### src/rtl/kill_detect_pkg.sv
// Shared game definitions: visible raster extents and the hit-emitter state set.
package kill_detect_pkg;

    localparam int unsigned H_VISIBLE_DEF = 640;
    localparam int unsigned V_VISIBLE_DEF = 480;

    typedef enum logic [1:0] {
        IDLE = 2'd0,
        EMIT = 2'd1,
        GAP  = 2'd2
    } kd_state_e;

endpackage

### src/rtl/kill_detect_lowest_set.sv
// One-hot select of the lowest set bit of a request vector.
module lowest_set #(
    parameter int unsigned W = 4
) (
    input  logic [W-1:0] req_i,
    output logic [W-1:0] grant_o
);

    // Two's-complement trick: req & -req isolates the least significant one.
    assign grant_o = req_i & (~req_i + W'(1));

endmodule

### src/rtl/kill_detect.sv
// Per-frame bullet/enemy hit detector; publishes a hit vector at frame end and
// serializes the hits into spaced single-cycle killed pulses.
module kill_detect
    import kill_detect_pkg::*;
#(
    parameter int unsigned N_ENEMIES = 4,
    parameter int unsigned H_VISIBLE = H_VISIBLE_DEF,
    parameter int unsigned V_VISIBLE = V_VISIBLE_DEF
) (
    input  logic                 clk,
    input  logic                 reset,
    input  logic [9:0]           x,
    input  logic [8:0]           y,
    input  logic                 active,
    input  logic                 render_bullet,
    input  logic [N_ENEMIES-1:0] render_enemy,
    output logic [N_ENEMIES-1:0] enemy_hit,
    output logic                 killed,
    output logic                 busy
);

    kd_state_e              state_q, state_d;
    logic [N_ENEMIES-1:0]   acc_q, acc_d;
    logic [N_ENEMIES-1:0]   pend_q, pend_d;
    logic [N_ENEMIES-1:0]   hit_q, hit_d;
    logic [N_ENEMIES-1:0]   overlap, acc_next, emit_sel, clr_mask;
    logic                   fe_q, fe_px, frame_end;
    logic                   killed_q, killed_d;
    logic                   busy_q, busy_d;

    lowest_set #(
        .W(N_ENEMIES)
    ) u_lowest_set (
        .req_i  (pend_q),
        .grant_o(emit_sel)
    );

    always_comb begin
        overlap = '0;
        if (active && render_bullet && (32'(x) < H_VISIBLE) && (32'(y) < V_VISIBLE)) begin
            overlap = render_enemy;
        end
        fe_px     = (32'(x) == H_VISIBLE - 1) && (32'(y) == V_VISIBLE - 1);
        frame_end = fe_px & ~fe_q;
        // Overlap on the frame-end cycle itself belongs to the closing frame.
        acc_next  = acc_q | overlap;
        acc_d     = frame_end ? '0 : acc_next;
        hit_d     = frame_end ? acc_next : '0;

        state_d  = state_q;
        killed_d = 1'b0;
        clr_mask = '0;
        case (state_q)
            IDLE: if (|pend_q) state_d = EMIT;
            EMIT: begin
                killed_d = 1'b1;
                clr_mask = emit_sel;
                state_d  = GAP;
            end
            GAP:     state_d = (|pend_q) ? EMIT : IDLE;
            default: state_d = IDLE;
        endcase

        // Latch is ORed after the clear so a same-cycle re-hit is not lost.
        pend_d = (pend_q & ~clr_mask) | hit_d;
        busy_d = (state_d != IDLE) | (|pend_d);
    end

    always_ff @(posedge clk or negedge reset) begin
        if (!reset) begin
            state_q  <= IDLE;
            acc_q    <= '0;
            pend_q   <= '0;
            hit_q    <= '0;
            fe_q     <= 1'b0;
            killed_q <= 1'b0;
            busy_q   <= 1'b0;
        end else begin
            state_q  <= state_d;
            acc_q    <= acc_d;
            pend_q   <= pend_d;
            hit_q    <= hit_d;
            fe_q     <= fe_px;
            killed_q <= killed_d;
            busy_q   <= busy_d;
        end
    end

    assign enemy_hit = hit_q;
    assign killed    = killed_q;
    assign busy      = busy_q;

endmodule

### config.mk
export PLATFORM = sky130hd
export DESIGN_NAME = kill_detect
export DESIGN_NICKNAME = d
export VERILOG_FILES = /design/src/rtl/kill_detect_pkg.sv /design/src/rtl/kill_detect_lowest_set.sv /design/src/rtl/kill_detect.sv
export SDC_FILE = /design/constraint.sdc
export NUM_CORES = 1
export LEC_CHECK = 0
export BUFFER_PORTS_ARGS = -buffer_cell sky130_fd_sc_hd__buf_2
export CORE_MARGIN = 3
export CORE_UTILIZATION = 45
export CTS_CLUSTER_DIAMETER = 30
export DETAILED_ROUTE_END_ITERATION = 10
export GPL_TIMING_DRIVEN = 0
export PLACE_DENSITY = 0.78
export SLEW_MARGIN = 10
export SYNTH_ARGS = -nofsm -noshare
export SYNTH_HDL_FRONTEND = slang
export SYNTH_SLANG_ARGS = --single-unit
### constraint.sdc
create_clock -name clk -period 1.9 [get_ports clk]
set_input_delay 0.19 -clock clk [delete_from_list [all_inputs] [get_ports clk]]
set_output_delay 0.19 -clock clk [all_outputs]
set_load 0.02 [all_outputs]
Word-level counts from Yosys, hierarchy flattened
Index checks and enable logic that the tools add are counted.
Widths: inputs -> output; s select.
- flip-flop bits (word level): 17
- logic and storage cells: 39
- add/subtract/negate cells: 1
- $lt $le $gt $ge: 2
- equality and inequality tests: 4
- muxes and demuxes: 8
- bitwise gates (word level): 9
- reductions and logical operators: 8
- operators with widths (kind ; number):
    $mux 4 ; 4
    $eq 10x10->1 const B ; 1
    $lt 10x10->1 const B ; 1
    $eq 9x9->1 const B ; 1
    $lt 9x9->1 const B ; 1
    $and 4x4->4 ; 2
    $not 4->4 ; 2
    $or 4x4->4 ; 2
    $reduce_or 4->1 ; 2
    $pmux 2 s3 ; 1
    $add 4x1->4 const B ; 1
    $logic_and 1x1->1 ; 4
    $eq 2x1->1 const B ; 1
    $eq 2x2->1 const B ; 1
    $logic_not 2->1 ; 1
    $mux 1 ; 2
    $mux 2 ; 1
    $reduce_bool 2->1 ; 1
    $and 1x1->1 ; 1
    $not 1->1 ; 1
    $or 1x1->1 ; 1

Depth between registers and ports, before layout
Gate-level depths: netlist of the first run.
- depth after elaboration: 9
- depth in mapped cells: 4
- gate-level depth less buffers: 4

Cells and area by module
Synthesis of the first run repeated with hierarchy kept, for this count alone.
- cell total of the unflattened synthesis: 64
- area, all modules: 671.9 µm²
- modules (own cells, without submodules) (module ; times used ; cells an instance ; area an instance (µm²)):
    kill_detect ; 1 ; 60 ; 635.6
    lowest_set ; 1 ; 4 ; 36.3

Worst setup path after synthesis of the first run
No wires, ideal clock.
- path kind: reg2reg
- start: register acc_q[2]
- end: register busy_q (netlist: busy)
- library setup time: 0.142 ns
- data arrival time: 1.072 ns
- required time: 1.758 ns
- slack: 0.686 ns
- cell stages (with the launch flop): 4
- path through: dfrtp_1 -> or4_1 -> a21oi_1 -> o211ai_2
- longest elaborated chain between the ends: 5
- RTL lines (element ; line ; source):
    start: declaration ; kill_detect.sv:23 ; logic [N_ENEMIES-1:0] acc_q, acc_d;
    start signal: assignment ; kill_detect.sv:72 ; acc_q <= '0;
    start signal: assignment ; kill_detect.sv:80 ; acc_q <= acc_d;
    $or 4x4->4 ; kill_detect.sv:46 ; acc_next = acc_q | overlap;
    $mux 4 ; kill_detect.sv:48 ; hit_d = frame_end ? acc_next : '0;
    $or 4x4->4 ; kill_detect.sv:65 ; pend_d = (pend_q & ~clr_mask) | hit_d;
    $reduce_or 4->1 ; kill_detect.sv:66 ; busy_d = (state_d != IDLE) | (|pend_d);
    $or 1x1->1 ; kill_detect.sv:66 ;
    net busy_d ; kill_detect.sv:29 ; logic busy_q, busy_d;
    end signal: assignment ; kill_detect.sv:85 ; busy_q <= busy_d;
    end: declaration ; kill_detect.sv:29 ;
The timed path passes the listed nets, and every way through them passes these cells.

Worst setup path in the final report of the first run
Same ends and word-level chain as after synthesis.

==> flow_summary.json, run 1 <==
{
  "cts_tree": "yes",
  "finalClockSkew_ps": 3.69,
  "clock_latency_ps": 280,
  "viasPerCell": 5.51,
  "clk_pin_slew_ps": 90,
  "fin_area_sq_um": 946,
  "pin_count": 33,
  "tightest_slew_ps": 507,
  "track_usage_pct": 16.4,
  "synth.cell_area_sq_um": 721,
  "dpl-instance-area_sq_um": 900,
  "maxCapViolations": 0,
  "cp.arrival_ps": 1430,
  "post-route-min-period_ps": 1280,
  "antenna_found_initial": 0,
  "wl_um": 1500,
  "firstDrtPassIters": 4,
  "die_h_um": 46.0,
  "ys_seq_area_share_pct": 55.6,
  "rows": 13,
  "diodes": 0,
  "slowest_delay_ps": 510,
  "path_cells": "or4_1, a21oi_1, o211ai_2",
  "place_hpwl_um": 1160,
  "cts_setup_buffers": 0,
  "fp.dieW_um": 46.0,
  "nets": 123,
  "register_area_sq_um": 400,
  "overflow": 0,
  "drt_iter0_drc": 14,
  "synth_cell_types": 24,
  "max_freq_mhz": 780,
  "cts_made_buffers": 3,
  "synth-seq-cells": 16,
  "min_path_type": "input pin to register",
  "switchingPower_w": 0.000137,
  "comb_power_share_pct": 9.3,
  "core_area_sq_um": 1400,
  "postRouteAntennaNets": 0,
  "grt_start_max_net_pins": 17,
  "required_ps": 2050,
  "drt-met1-wl_um": 619,
  "power.density_nw_per_um2": 661,
  "ir_drop_uv": 396,
  "pwr-share-seq_pct": 55.2,
  "root_buffer": "clkbuf_4",
  "drc": 0,
  "grt_setup_unrepaired": "no",
  "topRoutingLayerUsed": "met4",
  "wl_met2_um": 753,
  "fill_cells": 116,
  "htree_levels": 1,
  "status": "finished, final reports clean",
  "worstPathMaxFanout": 2,
  "yosys_warnings": 0,
  "grt_pass1_vias": 616,
  "place_ws_ps": 536,
  "grt_first_pass_wirelength_um": 2480,
  "critPathLaunchType": "register",
  "cts_sinks": 16,
  "p_leak_nw": 0.472,
  "power.internal_w": 0.000488,
  "routedWlPerCell_um": 13.6,
  "cts_max_path_buffers": 2,
  "gp_congestion": 0.810,
  "fin_crit_sh_pct": 67.4,
  "finalPower_w": 0.000625,
  "timing.final.ws_setup_ps": 619,
  "wl_met3_um": 95,
  "die_area_sq_um": 2120,
  "fin_hold_ws_ps": 199,
  "syn2layout_area_growth_pct": 31.3,
  "synth.avg_cell_area_sq_um": 12.4,
  "hold_viol": 0,
  "drive_above_1_share_pct": 47.4,
  "crit_slowest_cell": "or4_1",
  "initial_utilization_pct": 51.5,
  "vias": 606,
  "setup-tns-final_ps": 0,
  "syn-num-nets": 85,
  "multiInputGateArea_sq_um": 313,
  "cp-end-kind": "register",
  "port_buffers": 32,
  "crit_type": "register to register",
  "syn_inst": 58,
  "relSlewSlack_pct": 65.9,
  "clkPwrFrac_pct": 35.5,
  "swShare_pct": 21.9,
  "final-setup-viol-count": 0,
  "slew_viol_final": 0
}
power by group through the flow:
stage	logic [W]	registers (W)	clock network, W
after floorplan	0.0000160	0.000351	0
after global placement	0.0000552	0.000352	0
after detailed placement	0.0000568	0.000352	0
after CTS	0.0000588	0.000345	0.000225
after global routing	0.0000649	0.000346	0.000238
final	0.0000578	0.000345	0.000222
cells by family after synthesis:
kind of cell	synth area share, %
buf+inv	1.04
compound gates	13.2
flops	55.6
simple gates	30.2
final timing paths:
| check | from | to | depth (start not counted) | slack, ps |
|---|---|---|---|---|
| min reg2reg | state_q[0] | state_q[0] | 1 | 450 |
| max reg2reg | acc_q[2] | busy | 3 | 620 |
| min in group asynchronous | reset | enemy_hit[2] | 2 | 340 |
| min | render_enemy[2] | enemy_hit[2] | 3 | 200 |
| max in group asynchronous | reset | pend_q[0] | 2 | 1310 |
| max | acc_q[2] | busy | 3 | 620 |
stage by stage:
step / instances / utilization (%)
after floorplan: 58 / -
after global placement: 105 / 64.3
after detailed placement: 105 / 64.3
after CTS: 110 / 67.6
after global routing: 110 / 67.6
final: 110 / 67.6
state kept, by name (all words and copies together), names as in the netlist:
register,cells
pend_q,4
acc_q,4
killed,1
busy,1
enemy_hit,4
fe_q,1
state_q,1
cell type report:
type | instances | area share [%]
Inverter | 2 | 0.794
Timing Repair Buffer | 33 | 18.0
Tap cell | 15 | 1.98
Clock buffer | 4 | 3.84
Sequential cell | 16 | 42.3
Multi-Input combinational cell | 40 | 33.1
worst max-delay path: cells and delay by family (launching register included):
family	cells	cell delay (ps)
AOI/OAI and AO/OA	2	250
and+or+nand+nor	1	510
DFF	1	390
what timing repair did:
action                     in CTS  in global routing
setup endpoints to repair       0                  0
hold buffers                    1                  0
hold endpoints to repair       16                  0
resized for setup               0                  0
synth_stat cells (all sizes together):
master / instances / area [sq um]
nor4: 2 / 27.5
o21ai: 6 / 30.0
o41ai: 1 / 8.76
and2: 1 / 7.51
nand4: 3 / 40.0
or4: 2 / 15.0
nand2b: 1 / 6.26
nor3b: 1 / 7.51
nor2: 9 / 33.8
nor4b: 3 / 53.8
dfrtp: 16 / 400
o211ai: 1 / 12.5
nand2: 1 / 3.75
o31ai: 1 / 7.51
nand3: 2 / 22.5
a21oi: 5 / 25.0
o2111a: 1 / 11.3
inv: 2 / 7.51
layer usage:
layer | global-route usage, % | up-vias
met1 | 20.4 | 288
met2 | 28.0 | 21
li1 | - | 293
met5 | 0 | -
met4 | 6.82 | 0
met3 | 2.37 | 4
cell usage in the layout, fill, tap and decap left out, drive strengths merged:
| cell | instances |
|---|---|
| buf | 32 |
| dfrtp | 16 |
| nor2 | 9 |
| o21ai | 6 |
| a21oi | 5 |
| clkbuf | 4 |
| nor4b | 3 |
| nand4 | 3 |
| inv | 2 |
| or4 | 2 |
| nand3 | 2 |
| nor4 | 2 |
| nand2b | 1 |
| o2111a | 1 |
| o31ai | 1 |
| o41ai | 1 |
| nand2 | 1 |
| nor3b | 1 |
| and2 | 1 |
| o211ai | 1 |
| dlygate4sd3 | 1 |
Note: power is estimated with default switching activity, not from simulation.
==> run 2: changes to the inputs <==
Settings changed: CORE_UTILIZATION 45 to 44, PLACE_DENSITY 0.78 to 0.77.
Clock period 1.9 ns to 1.35 ns, I/O delays scaled along.
==> flow_summary.json, run 2 (synthesized netlist as in run 1, its figures left out) <==
{
  "tightest_slew_ps": 434,
  "setup-tns-final_ps": 0,
  "hold_depth": 3,
  "drive_above_1_share_pct": 47.4,
  "critPathLaunchType": "register",
  "clk_pin_slew_ps": 90,
  "use_met1_pct": 19.6,
  "max_freq_mhz": 766,
  "final-setup-viol-count": 0,
  "r2r_setup_slack_ps": 40,
  "htree_levels": 1,
  "cts_resized": 0,
  "core_area_sq_um": 1420,
  "grt_setup_unrepaired": "no",
  "relSlewSlack_pct": 70.8,
  "final_common_cell": "buf_2",
  "cp-end-kind": "register",
  "rows": 13,
  "postRouteAntennaNets": 0,
  "drt_iter0_drc": 4,
  "worst_r2r_path_depth": 3,
  "gp_congestion": 0.748,
  "cp-endpoint": "busy",
  "met2_usage_pct": 28.0,
  "place_hpwl_um": 1280,
  "final_cell_mix": "buf_2 (32), dfrtp_1 (16), nor2_1 (9)",
  "r2r-end": "busy",
  "grt_pass1_vias": 630,
  "grt_start_max_net_pins": 17,
  "firstDrtPassIters": 3,
  "dp.cells": 105,
  "nets": 123,
  "routedWlPerCell_um": 14.0,
  "rr_startpoint": "acc_q[2]",
  "fp.dieW_um": 46.5,
  "port_buffers": 32,
  "startpoint": "acc_q[2]",
  "status": "finished, final reports clean",
  "grt_first_pass_wirelength_um": 2560,
  "p_leak_nw": 0.472,
  "die_h_um": 46.5,
  "fin_hold_ws_ps": 156,
  "cts_max_path_buffers": 2,
  "drc": 0,
  "worstPathMaxFanout": 2,
  "die_area_sq_um": 2160,
  "root_buffer": "clkbuf_4",
  "min_path_type": "input pin to register",
  "ir_drop_uv": 860,
  "diodes": 0,
  "pin_count": 33,
  "hold_viol": 0,
  "fin_util_pct": 66.8,
  "track_usage_pct": 17.1,
  "clock_latency_ps": 280,
  "cts_tree": "yes",
  "final_cells": 110,
  "use_met3_pct": 7.42,
  "syn2layout_area_growth_pct": 31.3,
  "initial_utilization_pct": 50.9,
  "overflow": 0,
  "finalClockSkew_ps": 3.27,
  "maxCapViolations": 0,
  "slew_viol_final": 0,
  "vias": 605,
  "crit_type": "register to register",
  "top_usage_layer": "met2",
  "viasPerCell": 5.50,
  "cts_made_buffers": 3,
  "power.density_nw_per_um2": 922,
  "fin_crit_sh_pct": 96.7,
  "cp.arrival_ps": 1460,
  "post-route-min-period_ps": 1310,
  "cts_sinks": 16,
  "required_ps": 1500,
  "wl_um": 1550,
  "finalPower_w": 0.000872,
  "antenna_found_initial": 0
}
-- run 2: cell type report --
cell class,instances,area [sq um]
timing repair buffer,33,170
clock buffer,4,36.3
sequential,16,400
fill,130,469
multi-input combinational,40,313
inverter,2,7.51
tap,15,18.8
-- run 2: through the flow --
step                      cell area [sq um]  worst slack (ps)
final                                   946              44.6
after global routing                    946              19.5
after floorplan                         721               136
after detailed placement                900              31.7
after CTS                               946              50.0
after global placement                  900              51.2
-- run 2: repair_timing --
item	CTS	global route
buffers inserted	0	0
hold buffers	1	0
hold endpoints to repair	16	0
endpoints found under the setup margin	0	0
-- run 2: worst max-delay path, stage by stage (launching register included) --
cell and delay, ps:
dfrtp_1 380, or4_1 530, a21oi_1 190, o211ai_2 90
-- run 2: worst min path at each step --
stage | to | startpoint | slack (ps)
after global placement | state_q[0] | reset | 60
final | enemy_hit[1] | render_enemy[1] | 160
after floorplan | acc_q[0] | reset | -160
after CTS | enemy_hit[2] | render_enemy[2] | 150
after detailed placement | busy | reset | 60
after global routing | enemy_hit[1] | render_enemy[1] | 180
-- run 2: where the power goes --
group / internal [W] / switching [W]
Clock: 0.000164 / 0.000140
Sequential: 0.000483 / 0.00000244
Combinational: 0.0000388 / 0.0000430
Total: 0.000686 / 0.000186
-- run 2: metal layers --
| layer | part of all wire [%] | wire length (um) | vias to the layer above |
|---|---|---|---|
| li1 | - | - | 291 |
| met1 | 42 | 651 | 297 |
| met2 | 51 | 788 | 15 |
| met3 | 5.5 | 85 | 2 |
| met4 | 1.3 | 20 | 0 |
| met5 | 0 | 0 | - |
==> run 3: changes to the inputs <==
Settings changed: CAP_MARGIN set to 5, CELL_PAD_IN_SITES_DETAIL_PLACEMENT set to 1, CELL_PAD_IN_SITES_GLOBAL_PLACEMENT set to 1, CORE_UTILIZATION 44 to 33, PLACE_DENSITY 0.77 to 0.76.
==> flow_summary.json, run 3 (synthesized netlist as in run 1, its figures left out) <==
{
  "status": "finished, final reports clean",
  "place_hpwl_um": 1550,
  "firstDrtPassIters": 4,
  "fin_hold_ws_ps": 144,
  "fin_area_sq_um": 968,
  "vias": 621,
  "core_area_sq_um": 2020,
  "routedWlPerCell_um": 16.2,
  "min_path_type": "input pin to register",
  "diodes": 0,
  "fp.dieW_um": 52.7,
  "grt_first_pass_wirelength_um": 3220,
  "die_h_um": 52.7,
  "clk_pin_slew_ps": 100,
  "postRouteAntennaNets": 0,
  "syn2layout_area_growth_pct": 34.4,
  "cts_tree": "yes",
  "pin_count": 33,
  "swShare_pct": 23.5,
  "finalClockSkew_ps": 3.25,
  "pwr-share-seq_pct": 54.2,
  "overflow": 0,
  "initial_utilization_pct": 35.6,
  "ir_drop_uv": 552,
  "wl_um": 1970,
  "track_usage_pct": 16.5,
  "slew_viol_final": 0,
  "port_buffers": 32,
  "cp-end-kind": "register",
  "switchingPower_w": 0.000211,
  "dp.cells": 117,
  "grt_pass1_vias": 710,
  "die_area_sq_um": 2780,
  "dpl-instance-area_sq_um": 915,
  "viasPerCell": 5.09,
  "power.internal_w": 0.000687,
  "final_cell_mix": "buf_2 (32), dfrtp_1 (16), nor2_1 (9)",
  "fin_util_pct": 47.9,
  "p_leak_nw": 0.474,
  "cts_made_buffers": 3,
  "relSlewSlack_pct": 67.1,
  "gp_congestion": 0.671,
  "final_common_cell": "buf_2",
  "comb_power_share_pct": 9.7,
  "cts_sinks": 16,
  "cp.arrival_ps": 1510,
  "worstPathMaxFanout": 2,
  "root_buffer": "clkbuf_4",
  "cts_max_path_buffers": 2,
  "drive_above_1_share_pct": 49.5,
  "power.density_nw_per_um2": 927,
  "drt_iter0_drc": 6,
  "register_area_sq_um": 400,
  "fill_cells": 242,
  "multiInputGateArea_sq_um": 320,
  "cts_setup_buffers": 0,
  "tightest_slew_ps": 490,
  "setup-tns-final_ps": 0,
  "critPathLaunchType": "register",
  "fin_crit_sh_pct": 99.6,
  "hold_viol": 0,
  "htree_levels": 1,
  "nets": 123,
  "antenna_found_initial": 0,
  "final_cells": 122,
  "clock_latency_ps": 300,
  "crit_type": "register to register",
  "drc": 0,
  "grt_start_max_net_pins": 17,
  "required_ps": 1510,
  "final-setup-viol-count": 0,
  "maxCapViolations": 0,
  "post-route-min-period_ps": 1340,
  "max_freq_mhz": 744,
  "clkPwrFrac_pct": 36.1,
  "rows": 16
}
-- run 3: path summary, 6_finish.rpt --
path	startpoint	to	slack, ps	depth (start not counted)
worst max-delay path	acc_q[2]	busy	6	3
worst min-delay path	render_enemy[0]	enemy_hit[0]	140	3
worst max register to register	acc_q[2]	busy	6	3
worst min register to register	state_q[0]	state_q[0]	440	1
max in group asynchronous	reset	killed	820	2
min in group asynchronous	reset	pend_q[1]	260	2
-- run 3: through the flow --
step	power (W)	setup slack, ps
5_1_grt	0.000954	-3.90
3_3_place_gp	0.000574	67.2
4_1_cts	0.000909	10.6
6_report	0.000898	5.62
2_1_floorplan	0.000517	136
3_5_place_dp	0.000580	-3.31
-- run 3: repair_timing --
action / 4_1_cts / 5_1_grt
endpoints found under the hold margin: 16 / 0
endpoints found under the setup margin: 0 / 1
resized for setup: 0 / 2
hold buffers: 1 / 0
-- run 3: final cells by class --
class / instances / area share (%)
Tap cell: 27 / 3.49
Timing Repair Buffer: 33 / 17.6
Sequential cell: 16 / 41.3
Inverter: 2 / 0.775
Multi-Input combinational cell: 40 / 33.1
Clock buffer: 4 / 3.75
-- run 3: power groups by stage --
stage	Sequential [W]	Combinational (W)	Clock, W
detailed placement	0.000495	0.0000846	0
finish	0.000487	0.0000870	0.000325
floorplan	0.000495	0.0000225	0
global placement	0.000495	0.0000793	0
CTS	0.000486	0.0000870	0.000336
global route	0.000487	0.0000958	0.000371
-- run 3: layer usage --
layer | GRT usage, % | share of wire, % | vias to the layer above
met5 | 0 | 0 | -
met4 | 11.9 | 4.3 | 0
met3 | 3.70 | 3.8 | 9
met2 | 27.9 | 56 | 18
met1 | 17.8 | 36 | 303
li1 | - | - | 291
-- run 3: critical path, stage by stage, from the launching register on --
cell	delay, ps
dfrtp_1	410
or4_4	550
a21oi_2	170
o211ai_2	80
